<file path="config.mk">
export PLATFORM = sky130hd
export DESIGN_NAME = alu_muldiv_unit
export DESIGN_NICKNAME = d
export VERILOG_FILES = /design/src/rtl/alu_muldiv_unit.sv
export SDC_FILE = /design/constraint.sdc
export NUM_CORES = 1
export LEC_CHECK = 0
export ABC_CLOCK_PERIOD_IN_PS = 3400
export CAP_MARGIN = 20
export CORE_MARGIN = 2
export CORE_UTILIZATION = 54
export DETAILED_ROUTE_END_ITERATION = 12
export PLACE_DENSITY = 0.79
export SLEW_MARGIN = 15
export SYNTH_ARGS = -nofsm -noshare
export SYNTH_HDL_FRONTEND = slang
export SYNTH_SLANG_ARGS = --single-unit
</file>
<file path="constraint.sdc">
create_clock -name clk -period 3.4 [get_ports clk]
set_input_delay 0.51 -clock clk [delete_from_list [all_inputs] [get_ports clk]]
set_output_delay 0.51 -clock clk [all_outputs]
set_load 0.01 [all_outputs]
</file>
<file path="src/rtl/alu_muldiv_unit.sv">
// Iterative multiply/divide unit for the EX stage: owns HI/LO, runs WIDTH-step
// shift-add multiply and restoring divide, and holds busy until the result commits.
module alu_muldiv_unit #(
    parameter int unsigned WIDTH = 32
) (
    input  logic             clk,
    input  logic             rst_n,
    input  logic             start_i,
    input  logic [4:0]       alu_ctrl_i,
    input  logic [WIDTH-1:0] a_i,
    input  logic [WIDTH-1:0] b_i,
    input  logic             cancel_i,
    output logic             busy_o,
    output logic             done_o,
    output logic [WIDTH-1:0] hi_o,
    output logic [WIDTH-1:0] lo_o,
    output logic [WIDTH-1:0] result_o
);

    localparam int unsigned CntW = $clog2(WIDTH + 1);

    localparam logic [4:0] OpMfhi  = 5'd16;
    localparam logic [4:0] OpMthi  = 5'd17;
    localparam logic [4:0] OpMflo  = 5'd18;
    localparam logic [4:0] OpMtlo  = 5'd19;
    localparam logic [4:0] OpMult  = 5'd24;
    localparam logic [4:0] OpMultu = 5'd25;
    localparam logic [4:0] OpDiv   = 5'd26;
    localparam logic [4:0] OpDivu  = 5'd27;

    typedef enum logic [1:0] {StIdle, StMul, StDiv, StFix} state_e;

    state_e             state_q, state_d;
    logic [CntW-1:0]    cnt_q, cnt_d;
    logic [2*WIDTH-1:0] acc_q, acc_d;
    logic [WIDTH-1:0]   opnd_q, opnd_d;
    logic [WIDTH-1:0]   raw_a_q, raw_a_d;
    logic               sa_q, sa_d;
    logic               sb_q, sb_d;
    logic               signed_q, signed_d;
    logic               is_div_q, is_div_d;
    logic               dbz_q, dbz_d;
    logic [WIDTH-1:0]   hi_q, hi_d;
    logic [WIDTH-1:0]   lo_q, lo_d;
    logic               done_q, done_d;

    logic               op_signed;
    logic               op_div;
    logic [WIDTH-1:0]   a_mag;
    logic [WIDTH-1:0]   b_mag;
    logic [WIDTH:0]     mul_sum;
    logic [WIDTH:0]     div_trial;
    logic [2*WIDTH-1:0] prod_fix;
    logic [WIDTH-1:0]   quot;
    logic [WIDTH-1:0]   rem;

    always_comb begin
        op_signed = (alu_ctrl_i == OpMult) || (alu_ctrl_i == OpDiv);
        op_div    = (alu_ctrl_i == OpDiv) || (alu_ctrl_i == OpDivu);
        a_mag     = (op_signed && a_i[WIDTH-1]) ? -a_i : a_i;
        b_mag     = (op_signed && b_i[WIDTH-1]) ? -b_i : b_i;
        // Multiply: upper half accumulates, lower half holds the remaining multiplier bits.
        mul_sum   = {1'b0, acc_q[2*WIDTH-1:WIDTH]} + {1'b0, (acc_q[0] ? opnd_q : {WIDTH{1'b0}})};
        // Divide: trial subtraction on the remainder shifted left with the next dividend bit.
        div_trial = acc_q[2*WIDTH-1:WIDTH-1] - {1'b0, opnd_q};
        prod_fix  = (signed_q && (sa_q ^ sb_q)) ? -acc_q : acc_q;
        quot      = acc_q[WIDTH-1:0];
        rem       = acc_q[2*WIDTH-1:WIDTH];
    end

    always_comb begin
        state_d  = state_q;
        cnt_d    = cnt_q;
        acc_d    = acc_q;
        opnd_d   = opnd_q;
        raw_a_d  = raw_a_q;
        sa_d     = sa_q;
        sb_d     = sb_q;
        signed_d = signed_q;
        is_div_d = is_div_q;
        dbz_d    = dbz_q;
        hi_d     = hi_q;
        lo_d     = lo_q;
        done_d   = 1'b0;

        unique case (state_q)
            StIdle: begin
                if (start_i && !cancel_i) begin
                    case (alu_ctrl_i)
                        OpMult, OpMultu, OpDiv, OpDivu: begin
                            state_d  = op_div ? StDiv : StMul;
                            cnt_d    = '0;
                            sa_d     = op_signed & a_i[WIDTH-1];
                            sb_d     = op_signed & b_i[WIDTH-1];
                            signed_d = op_signed;
                            is_div_d = op_div;
                            dbz_d    = (b_i == '0);
                            raw_a_d  = a_i;
                            if (op_div) begin
                                acc_d  = {{WIDTH{1'b0}}, a_mag};
                                opnd_d = b_mag;
                            end else begin
                                acc_d  = {{WIDTH{1'b0}}, b_mag};
                                opnd_d = a_mag;
                            end
                        end
                        OpMthi: begin
                            hi_d   = a_i;
                            done_d = 1'b1;
                        end
                        OpMtlo: begin
                            lo_d   = a_i;
                            done_d = 1'b1;
                        end
                        default: ;
                    endcase
                end
            end
            StMul: begin
                acc_d = {mul_sum, acc_q[WIDTH-1:1]};
                cnt_d = cnt_q + 1'b1;
                if (cnt_q == CntW'(WIDTH - 1)) state_d = StFix;
            end
            StDiv: begin
                if (!div_trial[WIDTH]) begin
                    acc_d = {div_trial[WIDTH-1:0], acc_q[WIDTH-2:0], 1'b1};
                end else begin
                    acc_d = {acc_q[2*WIDTH-2:0], 1'b0};
                end
                cnt_d = cnt_q + 1'b1;
                if (cnt_q == CntW'(WIDTH - 1)) state_d = StFix;
            end
            StFix: begin
                state_d = StIdle;
                done_d  = 1'b1;
                if (!is_div_q) begin
                    {hi_d, lo_d} = prod_fix;
                end else if (dbz_q) begin
                    lo_d = {WIDTH{1'b1}};
                    hi_d = raw_a_q;
                end else begin
                    lo_d = (signed_q && (sa_q ^ sb_q)) ? -quot : quot;
                    hi_d = (signed_q && sa_q) ? -rem : rem;
                end
            end
            default: state_d = StIdle;
        endcase

        // A flush abandons the operation without touching HI/LO.
        if (cancel_i && (state_q != StIdle)) begin
            state_d = StIdle;
            done_d  = 1'b0;
            hi_d    = hi_q;
            lo_d    = lo_q;
        end
    end

    always_ff @(posedge clk or negedge rst_n) begin
        if (!rst_n) begin
            state_q  <= StIdle;
            cnt_q    <= '0;
            acc_q    <= '0;
            opnd_q   <= '0;
            raw_a_q  <= '0;
            sa_q     <= 1'b0;
            sb_q     <= 1'b0;
            signed_q <= 1'b0;
            is_div_q <= 1'b0;
            dbz_q    <= 1'b0;
            hi_q     <= '0;
            lo_q     <= '0;
            done_q   <= 1'b0;
        end else begin
            state_q  <= state_d;
            cnt_q    <= cnt_d;
            acc_q    <= acc_d;
            opnd_q   <= opnd_d;
            raw_a_q  <= raw_a_d;
            sa_q     <= sa_d;
            sb_q     <= sb_d;
            signed_q <= signed_d;
            is_div_q <= is_div_d;
            dbz_q    <= dbz_d;
            hi_q     <= hi_d;
            lo_q     <= lo_d;
            done_q   <= done_d;
        end
    end

    always_comb begin
        result_o = '0;
        if (alu_ctrl_i == OpMfhi) begin
            result_o = hi_q;
        end else if (alu_ctrl_i == OpMflo) begin
            result_o = lo_q;
        end
    end

    assign busy_o = (state_q != StIdle);
    assign done_o = done_q;
    assign hi_o   = hi_q;
    assign lo_o   = lo_q;

endmodule

</file>
; ---- Word-level counts from Yosys, hierarchy flattened
; Cells that the tools add are included.
[op_classes]
reduce_logical = 24
n_eq_ne = 19
n_mux = 37
bitwise_logic = 4
addsub = 8
[ops]
columns = cell, n
row1 = two-way mux 32 bit, 17
row2 = two-way mux 64 bit, 4
row3 = one-hot mux 64 bit (3 select lines), 1
row4 = negator 32 bit, 4
row5 = one-hot mux 32 bit (2 select lines), 2
row6 = negator 64 bit, 1
row7 = "== test 5 bit, second input constant", 8
row8 = adder 32 x 32 -> 33 bit, 1
row9 = subtractor 33 x 32 -> 33 bit, 1
row10 = zero test 32 bit, 1
row11 = two-way mux 6 bit, 2
row12 = one-hot mux 6 bit (2 select lines), 1
row13 = AND reduction 3 bit, 4
row14 = two-way mux 2 bit, 5
row15 = AND reduction 4 bit, 2
row16 = "adder 6 x 1 -> 6 bit, second input constant", 1
row17 = "== test 6 x 5 -> 1 bit, second input constant", 1
row18 = logical AND 1 bit, 6
row19 = "!= test 2 x 1 -> 1 bit, second input constant", 3
row20 = one-hot mux 2 bit (3 select lines), 1
row21 = nonzero test 2 bit, 3
row22 = "== test 2 bit, second input constant", 2
row23 = OR reduction 2 bit, 2
row24 = OR reduction 4 bit, 1
row25 = other kinds (14), 18
[totals]
output_inout_bits = 98
reg_bits = 206

; ---- Logic depth before layout (Yosys ltp)
[depth]
depth_word = 8
mapped_depth = 15

; ---- Worst setup path after synthesis
; Ideal clock, no wire load.
[synth_path]
path_type = register -> register
start = register acc_q[32]
end = register acc_q[45]
path_buffers = 2
required_ns = 3.258
period_less_slack_ns = 3.402
stages_incl_launch_ff = 15
arrival_time_ns = 3.260
setup_slack_ns = -0.002
setup_ns = 0.142
path_cell_list = dfrtp_1 clkbuf_1 inv_1 fa_1 nand2b_1 a21o_1 a31oi_1 o2111ai_1 a21oi_1 nor2_1 a21oi_2 xor2_2 buf_4 mux2i_1 o221ai_1
[synth_between]
elab_chain_len = 3
elab_cells_between_ends = 4
[synth_rtl]
columns = item, line
row1 = "start, declared", 35  ; logic [2*WIDTH-1:0] acc_q, acc_d;
row2 = "start signal, assigned", 162  ; acc_q <= '0;
row3 = "start signal, assigned", 176  ; acc_q <= acc_d;
row4 = subtractor 33 x 32 -> 33 bit, 65  ; div_trial = acc_q[2*WIDTH-1:WIDTH-1] - {1'b0, opnd_q};
row5 = two-way mux 64 bit, 125  ; if (!div_trial[WIDTH]) begin
row6 = one-hot mux 64 bit (3 select lines) (*), 86  ; unique case (state_q)
; Mark *: on every way between the ends. The rest lies on a longest branch, timed or not.
; A chain may end at the register's enable or synchronous reset.

; ---- Worst setup path in the final report
[layout_path]
start = register acc_q[44]
end = register acc_q[43]
; The elaborated chain is that of the path after synthesis.

==> reports/metrics.yaml <==
worst_setup_path:
  crit_chain: "buf_4 > ha_1 > a21oi_1 > o21a_1 > nor2b_2 > a41oi_1 > a21oi_2 > nor2_1 > a21oi_2 > xor2_4 > buf_6 > buf_12 > mux2i_1 > o221ai_1"
  slowest_delay_ps: 550
  reg2reg_slack_ps: 70
  cp.depth: 14
  cpMaxStageDelayCell: "dfrtp_1"
  critical_path_buf_inv_count: 3
  crit_type: "reg2reg"
  arrival_ps: 3720
  crit_family: "compound AO/OA/AOI/OAI gates"
  cpMostUsedCell: "a21oi_2"
  path_max_fanout: 7
  cp_data_required_time_ps: 3800
  worstSetupStartpointType: "register"
  endpoint_kind: "register"
  r2r_cells: 14
drt:
  post-route-drc-count: 0
  vias: 19400
  wl_um: 69300
  drtIter0Drc: 2590
  routedWlPerCell_um: 23.1
  route.met3.wl_um: 7200
  met1_length_um: 28200
  first_pass_iters: 7
  wl_met2_um: 30300
  postRouteAntennaNets: 0
  top_layer: "met4"
  vias_per_cell: 6.47
place:
  dp_worst_setup_slack_ps: -283
  gp_congestion: 1.01
  port_buffers: 170
  hpwl_um: 52400
clocking:
  ctsRootBufferMaster: "clkbuf_16"
  htree_levels: 1
  clk_latency_ps: 550
  clock_sinks: 206
  tritoncts: "built"
  cts_buffer_depth: 3
  path_clk_slew_ps: 70
  ctsHoldBuffers: 0
  cts_buffers: 25
timing:
  worstMarginPinSlew_ps: 1070
  fin_ws_ps: 73.8
  fin_crit_ps: 3330
  setup_violations: 0
  fmax_mhz: 301
  finalHoldViolCount: 0
  rsz0062_at_grt: "yes"
  fin_crit_sh_pct: 97.8
  slew_viol_final: 0
  skew_ps: 25.4
  slew-limit-headroom_pct: 28.7
yosys:
  ys_seq_area_share_pct: 29.0
  yosys-top-cells-count: "nand2_1 (265), o21ai_0 (229), nor2_1 (226)"
  synth.largest_area_cell: "dfrtp_1"
  netlist_area_um2: 17800
  yosys.area_share.xor_xnor_pct: 9.36
  ys_ff_latch: 206
  syn_area_per_cell_um2: 7.85
  synth_compound_area_share_pct: 25.5
  synth_top_family_by_area: "compound AO/OA/AOI/OAI gates"
  synthTopCellsByArea: "dfrtp_1 (29%), o21ai_0 (6.5%), nand2_1 (5.6%), xnor2_1 (5.4%), a21oi_1 (5.2%)"
  syn_inst: 2263
  synth_edf_count: 0
  yosys_warnings: 0
  synthArstFlopShare_pct: 100
  syn_nets: 2411
  yosysMostFrequentCell: "nand2_1"
  yosysTopAreaCellShare_pct: 29.0
  synth-adder-area-share_pct: 5.37
  ys.flop_type: "dfrtp_1"
  post_synth_num_cell_types: 85
  synth-simple-area-share_pct: 18.6
  muxShareOfSynthArea_pct: 6.70
global_routing:
  grt_pass1_vias: 18200
  grt_start_max_net_pins: 95
  grt_usage_pct: 39.7
  grt_antenna_before_repair: 0
  gr-total-overflow: 0
  grt_pass1_wl_um: 105000
die:
  die-area_um2: 34300
  die_h_um: 185
  die_x_um: 185
  io_pins: 171
  rows: 66
  core_um2: 32500
  start_util_pct: 54.7
finish:
  n_antenna_cell: 0
  fillerInstances: 2695
  final_nets: 2684
  area_growth_pct: 26.8
  drive_above_1_share_pct: 15.6
power:
  peakVddDrop_v: 0.00106
  leakage_nw: 9.92
  powerDensity_nw_per_um2: 861
  total_power_mw: 19.4
run:
  drv_cap: 0
hold_path:
  hold_path.class: "in2async"
outcome:
  status: "completed"
==> final cells by class <==
| cell class | instances | area, um2 | area share (%) |
|---|---|---|---|
| Inverter | 73 | 274 | 1.22 |
| Clock inverter | 10 | 110 | 0.489 |
| Timing Repair Buffer | 418 | 3780 | 16.8 |
| Tap cell | 442 | 553 | 2.46 |
| Sequential cell | 206 | 5150 | 22.9 |
| Multi-Input combinational cell | 1812 | 11900 | 53.0 |
| Clock buffer | 35 | 723 | 3.21 |
==> per-layer routing <==
| metal | track usage, % | up-vias |
|---|---|---|
| li1 | - | 8666 |
| met1 | 54.0 | 9267 |
| met2 | 60.9 | 1203 |
| met3 | 8.32 | 251 |
| met4 | 17.1 | 0 |
| met5 | 0 | - |
==> layout by cell type (no fill, tap or decap), types with 12 or more instances in the layout <==
master           Yosys  final
nand2_1            265    263
buf_4                4    230
nor2_1             226    226
o21ai_0            229    226
dfrtp_1            206    206
a21oi_1            185    180
clkdlybuf4s50_1      0    168
xnor2_1            109    109
mux2i_1             84     83
xor2_1              79     79
inv_1               73     71
ha_1                73     64
a22oi_1             51     51
nor3_1              42     41
o22ai_1             36     36
mux2_2              31     31
a21o_1              28     28
clkbuf_16            0     27
a31oi_1             24     22
and3_1              23     22
nand3_1             19     18
o31ai_1             19     18
and2_1              19     17
o221ai_1            18     17
a22o_1              17     17
a211oi_1            17     14
nor4_1              14     13
or4_1               13     13
o211ai_1            12     12
==> cell families (layout without fill, tap and decap cells) <==
group                    count (synthesis)  after routing
AO/OA/AOI/OAI                          730            730
XOR/XNOR                               189            189
adder cells (fa/ha/maj)                 75             75
buffers and inverters                  245            536
flip-flops                             206            206
multiplexers                           115            115
AND/OR/NAND/NOR                        703            703
==> stage by stage <==
step | area (um2) | TNS, ps | std cells | utilization [%] | hold slack, ps
floorplan | 17800 | 0 | 2263 | - | 214
global placement | 21300 | -902 | 2945 | 65.7 | 462
detailed placement | 21300 | -1370 | 2945 | 65.7 | 471
CTS | 22200 | 0 | 2993 | 68.5 | 106
global route | 22500 | -146 | 2996 | 69.4 | 127
finish | 22500 | 0 | 2996 | 69.4 | 61.8
==> sequential cells by signal (all words and copies together), names as in the netlist <==
register / flops
acc_q: 64
hi_o: 32
lo_o: 32
opnd_q: 32
raw_a_q: 32
cnt_q: 6
state_q: 2
dbz_q: 1
done_o: 1
is_div_q: 1
sa_q: 1
sb_q: 1
signed_q: 1
==> power by group <==
| group | total, mW | leakage, nW | switching (mW) | internal, mW |
|---|---|---|---|---|
| Combinational | 12.1 | 6.83 | 6.91 | 5.21 |
| Sequential | 4.49 | 2.68 | 1.06 | 3.44 |
| Clock | 2.78 | 0.413 | 1.14 | 1.63 |
| Total | 19.4 | 9.92 | 9.11 | 10.3 |
==> what timing repair did <==
item                       CTS  global route
resized for setup           10            47
setup endpoints to repair   13            39
buffers inserted             2             3
pin swaps                    4            21
gates cloned                 1             2
==> worst paths after layout <==
kind	endpoint	startpoint
worst min-delay path	lo_o[11]	rst_n
worst min register to register	raw_a_q[1]	raw_a_q[1]
min in group clk	raw_a_q[1]	raw_a_q[1]
max in group asynchronous	acc_q[18]	rst_n
worst max-delay path	acc_q[43]	acc_q[44]
worst max register to register	acc_q[43]	acc_q[44]
Note: power is estimated with default switching activity, not from simulation.
